==> config.mk <==
export PLATFORM = sky130hd
export DESIGN_NAME = bram_port_arbiter
export DESIGN_NICKNAME = d
export VERILOG_FILES = /design/src/rtl/bram_port_arbiter.sv
export SDC_FILE = /design/constraint.sdc
export NUM_CORES = 1
export LEC_CHECK = 0
export ABC_AREA = 1
export CORE_AREA = 2 2 119 121
export DETAILED_ROUTE_END_ITERATION = 8
export DIE_AREA = 0 0 121 123
export MAX_ROUTING_LAYER = met4
export PLACE_DENSITY = 0.66
export SKIP_CTS_REPAIR_TIMING = 1
export SLEW_MARGIN = 20
export SYNTH_ARGS = -nofsm -noshare
export SYNTH_HDL_FRONTEND = slang
export SYNTH_SLANG_ARGS = --single-unit
==> constraint.sdc <==
create_clock -name clka -period 3 [get_ports clka]
set_input_delay 0.45 -clock clka [delete_from_list [all_inputs] [get_ports clka]]
set_output_delay 0.45 -clock clka [all_outputs]
set_load 0.005 [all_outputs]
==> src/rtl/bram_port_arbiter.sv <==
`default_nettype none
// ============================================================================
//  Module   : bram_port_arbiter
//  Purpose  : Shares one native port of the 256 KB data BRAM (32-bit words,
//             4 byte enables, 1-cycle read latency) between two requesters
//             using round-robin arbitration. Byte addresses are converted to
//             word addresses. Misaligned or out-of-range requests are
//             answered with an error response and never reach the BRAM.
//  Ports    : clka/rsta           clock, synchronous active-high reset
//             req{0,1}_*          valid/ready request channel (we, addr, wdata)
//             rsp{0,1}_*          fixed-latency response (valid, rdata, err)
//             bram_*              native BRAM port (en, we, addr, din, dout)
//             err_count           saturating count of rejected requests
//  Revision : 1.0 - initial release
// ============================================================================
module bram_port_arbiter #(
  parameter int ADDR_W    = 16,
  parameter int ERR_CNT_W = 8
) (
  input  logic                 clka,
  input  logic                 rsta,
  // requester 0
  input  logic                 req0_valid,
  output logic                 req0_ready,
  input  logic [3:0]           req0_we,
  input  logic [31:0]          req0_addr,
  input  logic [31:0]          req0_wdata,
  output logic                 rsp0_valid,
  output logic [31:0]          rsp0_rdata,
  output logic                 rsp0_err,
  // requester 1
  input  logic                 req1_valid,
  output logic                 req1_ready,
  input  logic [3:0]           req1_we,
  input  logic [31:0]          req1_addr,
  input  logic [31:0]          req1_wdata,
  output logic                 rsp1_valid,
  output logic [31:0]          rsp1_rdata,
  output logic                 rsp1_err,
  // BRAM port
  output logic                 bram_en,
  output logic [3:0]           bram_we,
  output logic [ADDR_W-1:0]    bram_addr,
  output logic [31:0]          bram_din,
  input  logic [31:0]          bram_dout,
  // status
  output logic [ERR_CNT_W-1:0] err_count
);

  localparam logic [ERR_CNT_W-1:0] c_err_max = '1;

  // Arbitration state and registered response control
  logic                 r_last_grant;
  logic                 r_rsp_valid;
  logic                 r_rsp_sel;
  logic                 r_rsp_rd;
  logic                 r_rsp_err;
  logic [ERR_CNT_W-1:0] r_err_count;

  // Combinational grant path
  logic        w_grant;
  logic        w_sel;
  logic [3:0]  w_we;
  logic [31:0] w_addr;
  logic [31:0] w_wdata;
  logic        w_err;
  logic        w_legal;

  // No grant is issued while reset is held.
  assign w_grant = !rsta && (req0_valid || req1_valid);

  // Under contention the requester that did not win last time is chosen.
  always_comb begin
    if (req0_valid && req1_valid) begin
      w_sel = ~r_last_grant;
    end else begin
      w_sel = req1_valid;
    end
  end

  assign w_we    = w_sel ? req1_we    : req0_we;
  assign w_addr  = w_sel ? req1_addr  : req0_addr;
  assign w_wdata = w_sel ? req1_wdata : req0_wdata;

  // Reject word-misaligned addresses and anything beyond the BRAM size.
  assign w_err   = (w_addr[1:0] != 2'b00) || (w_addr[31:ADDR_W+2] != '0);
  assign w_legal = w_grant && !w_err;

  assign req0_ready = w_grant && !w_sel;
  assign req1_ready = w_grant &&  w_sel;

  assign bram_en   = w_legal;
  assign bram_we   = w_legal ? w_we : 4'b0000;
  assign bram_addr = w_addr[ADDR_W+1:2];
  assign bram_din  = w_wdata;

  always_ff @(posedge clka) begin
    if (rsta) begin
      r_last_grant <= 1'b1;
      r_rsp_valid  <= 1'b0;
      r_rsp_sel    <= 1'b0;
      r_rsp_rd     <= 1'b0;
      r_rsp_err    <= 1'b0;
      r_err_count  <= '0;
    end else begin
      r_rsp_valid <= w_grant;
      r_rsp_sel   <= w_sel;
      r_rsp_rd    <= w_legal && (w_we == 4'b0000);
      r_rsp_err   <= w_grant && w_err;
      if (w_grant) begin
        r_last_grant <= w_sel;
      end
      if (w_grant && w_err && (r_err_count != c_err_max)) begin
        r_err_count <= r_err_count + 1'b1;
      end
    end
  end

  // A response whose cycle coincides with reset is suppressed; the BRAM
  // read data is only forwarded for legal reads so writes/errors return 0.
  assign rsp0_valid = r_rsp_valid && !r_rsp_sel && !rsta;
  assign rsp1_valid = r_rsp_valid &&  r_rsp_sel && !rsta;
  assign rsp0_err   = rsp0_valid && r_rsp_err;
  assign rsp1_err   = rsp1_valid && r_rsp_err;
  assign rsp0_rdata = (rsp0_valid && r_rsp_rd) ? bram_dout : 32'h0;
  assign rsp1_rdata = (rsp1_valid && r_rsp_rd) ? bram_dout : 32'h0;

  assign err_count = r_err_count;

endmodule
`default_nettype wire

==> results.py <==
metrics = {
    "drt": {
        "wl_mm": 10.4,
        "detail_route.first_pass.iterations": 4,
        "antenna_violating_nets_post_route": 0,
        "routed-via-count": 3336,
        "via_per_inst": 3.87,
        "detail_route.wl_per_cell_um": 12.1,
        "drc": 0,
        "initialDrtViolationCount": 51,
    },
    "run": {
        "max-cap-violations": 0,
    },
    "grt": {
        "first_global_vias": 3155,
        "grt.overflow.total": 0,
        "grt_pass1_wl_mm": 15.3,
        "grt_antenna_before_repair": 0,
        "grtUsageTotal": 0.130,
        "grt_start_max_net_pins": 52,
    },
    "sta": {
        "slew-limit-headroom": 0.740,
        "hold_viol_final": 0,
        "rsz0062_at_grt": "no",
        "finalMaxSlewViolations": 0,
        "fmax_mhz": 356,
        "setup_viol_count_final": 0,
        "worst_hold_slack_ps": 467,
        "worst-slew-pin-transition_ps": 390,
        "clock-skew-final_ps": 4.44,
        "min_period_over_period": 0.936,
        "tns_ps": 0,
        "timing.final.crit_period_ps": 2810,
    },
    "die": {
        "dieWidth_um": 121,
        "io_pins": 303,
        "floorplan.initialDensity": 0.137,
        "dieArea_um2": 14900,
        "chipHeight_um": 123,
        "core_region_area_um2": 13600,
        "floorplan.rows": 43,
    },
    "setup_path": {
        "timing.critical_path.from_type": "input port",
        "element_type_at_the_critical_path_end": "output port",
        "slowest_delay_ps": 520,
        "r2r_cells": 7,
        "timing.critical_path.slowest_stage_cell": "sky130_fd_sc_hd__clkdlybuf4s50_1",
        "crit_path_start": "req0_valid",
        "worst_ep_required_time_ps": 2550,
        "arrival_ps": 2360,
        "reg2reg_from": "err_count[0]$_SDFFE_PP0P_",
        "r2r_slack_ps": 1440,
        "critical_path.cell_chain": "clkdlybuf4s50_1 > nand2_1 > nand2_2 > inv_2 > nor2_2 > nand3_2 > nand2_4 > nand2_2 > a21oi_1 > clkdlybuf4s50_1",
        "ws_path_type": "input port to output port",
        "cp_top_family": "buffers and inverters",
        "path_buf_inv": 3,
        "critPathMaxFanout": 6,
        "critical_path.reg2reg.endpoint": "err_count[1]$_SDFFE_PP0P_",
    },
    "clocking": {
        "cts_htree_levels": 1,
        "tritoncts_num_sinks": 13,
        "clkSlewWorstSetupHoldPaths_ps": 40,
        "numCtsBuffers": 3,
        "clock_latency_ps": 240,
        "cts_tree": "yes",
        "cts_root_buf": "sky130_fd_sc_hd__clkbuf_16",
        "cts.path.max_buffers": 2,
    },
    "power_and_ir_drop": {
        "sw_share": 0.260,
        "power_frac_clock": 0.259,
        "vdd.ir_drop.worst_mv": 0.111,
        "comb_power_share": 0.548,
        "total_leakage_power_nw": 2.34,
        "power.density_cell_area_nw_per_um2": 185,
        "power.sequential.fraction": 0.192,
        "power.net_switching_uw": 249,
        "power_report.internal_total_uw": 710,
    },
    "final_layout": {
        "fillers": 1430,
        "mostFrequentLayoutCell": "sky130_fd_sc_hd__clkdlybuf4s50_1",
        "top_library_cells_by_usage_in_the_layout_fill_and_taps_aside": "sky130_fd_sc_hd__clkdlybuf4s50_1 (302), sky130_fd_sc_hd__nand2_1 (169), sky130_fd_sc_hd__nor2_1 (90)",
        "num-nets-final": 856,
        "fraction_of_layout_instances_using_a_drive_strength_above_1": 0.0411,
        "flow.area_growth_from_synthesis_pct": 178,
        "num_antenna_cells": 0,
        "post-route-util": 0.382,
    },
    "synthesis": {
        "yosysTopAreaCellShare": 0.340,
        "yosys.area.top_type": "sky130_fd_sc_hd__nand2_1",
        "warnings_synthesis": 0,
        "synthesis.nets": 559,
        "synth-edff-count": 0,
        "synth_ff_type": "sky130_fd_sc_hd__dfxtp_1",
        "synth_cells": 386,
        "synth_area_leaders": "sky130_fd_sc_hd__nand2_1 (34%), sky130_fd_sc_hd__nor2_1 (18%), sky130_fd_sc_hd__dfxtp_1 (14%), sky130_fd_sc_hd__inv_1 (8.2%), sky130_fd_sc_hd__buf_2 (3.5%)",
        "synth_async_sr_flop_share": 0,
        "synth_seq_cells": 13,
        "syn_avg_cell_area_um2": 4.84,
        "netlist-cell-type-count": 28,
        "synth_seq_area_share": 0.139,
        "netlist_area_um2": 1870,
    },
    "place": {
        "port_buffers": 302,
        "place_congestion": 0.718,
        "hpwl_mm": 8.82,
    },
    "hold_path": {
        "worst_hold_path.num_cells": 2,
        "worstHoldPathType": "register to register",
        "hold_path.startpoint": "r_last_grant$_SDFFE_PP1P_",
        "whs_endpoint": "r_last_grant$_SDFFE_PP1P_",
    },
    "run_status": {
        "outcome": "finished, final reports clean",
    },
}
[tightest hold or removal path, delay by kind of cell, from the launching register on]
family | cells | cell delay (ps)
DFF | 1 | 330
and+or+nand+nor | 2 | 110
[Yosys cell counts, types with 2 or more instances]
master / n
sky130_fd_sc_hd__clkbuf_1: 5
sky130_fd_sc_hd__nand3_1: 10
sky130_fd_sc_hd__nand2_1: 169
sky130_fd_sc_hd__nand3_2: 3
sky130_fd_sc_hd__a21oi_1: 10
sky130_fd_sc_hd__inv_2: 3
sky130_fd_sc_hd__dfxtp_1: 13
sky130_fd_sc_hd__nand2_2: 2
sky130_fd_sc_hd__nor4_1: 2
sky130_fd_sc_hd__mux2i_1: 2
sky130_fd_sc_hd__xor2_1: 6
sky130_fd_sc_hd__inv_1: 41
sky130_fd_sc_hd__nor3_1: 3
sky130_fd_sc_hd__nor2_1: 90
sky130_fd_sc_hd__buf_2: 13
sky130_fd_sc_hd__nand2_4: 2
[through the flow]
step	instance area [µm²]	total power, mW	instances	setup slack (ps)
floorplan	1870	0.324	386	1390
global placement	5120	0.716	858	227
detailed placement	5120	0.717	858	170
CTS	5200	0.969	862	152
global route	5200	1.02	862	31.1
finish	5200	0.959	862	193
[layer usage]
metal | up-vias | GRT usage | share of wire
met2 | 191 | 0.247 | 0.52
li1 | 1733 | - | -
met5 | - | - | 0
met1 | 1408 | 0.143 | 0.38
met4 | 0 | 0.0203 | 0.0045
met3 | 4 | 0.0231 | 0.093
[state kept, by name, indices dropped and copies added (netlist names)]
signal and cells:
err_count 8, r_last_grant 1, r_rsp_err 1, r_rsp_rd 1, r_rsp_sel 1, r_rsp_valid 1
[power groups by stage]
| stage | clock [mW] | combinational, mW | sequential, mW |
|---|---|---|---|
| final | 0.249 | 0.526 | 0.184 |
| after detailed placement | 0 | 0.530 | 0.188 |
| after global placement | 0 | 0.529 | 0.187 |
| after global routing | 0.261 | 0.575 | 0.185 |
| after CTS | 0.251 | 0.534 | 0.184 |
| after floorplan | 0 | 0.138 | 0.186 |
[how the worst max path moves through the flow]
| stage | slack, ps | depth (start not counted) | endpoint |
|---|---|---|---|
| 2_1_floorplan | 1390 | 8 | bram_we[2] |
| 3_3_place_gp | 230 | 10 | bram_we[3] |
| 3_5_place_dp | 170 | 10 | bram_we[3] |
| 4_1_cts | 150 | 10 | bram_we[2] |
| 5_1_grt | 30 | 10 | bram_we[3] |
| 6_report | 190 | 10 | bram_we[2] |
[area by class of cell]
cell class	count	area, µm²	area share
Tap cell	180	225	0.0433
Inverter	44	165	0.0318
Sequential cell	13	260	0.0501
Multi-Input combinational cell	311	1360	0.261
Timing Repair Buffer	310	3110	0.598
Clock buffer	4	78.8	0.0152
[logic make-up (layout without fill, tap and decap cells)]
family                   count (synthesis)  count (layout)  share of synthesized area
XOR/XNOR                                 6               6                     0.0281
flip-flops                              13              13                      0.139
adder cells (fa/ha/maj)                  1               1                    0.00670
buffers and inverters                   62             358                      0.133
multiplexers                             2               2                     0.0107
AO/OA/AOI/OAI                           12              12                     0.0342
AND/OR/NAND/NOR                        290             290                      0.648
(Power assumes the default switching activity.)
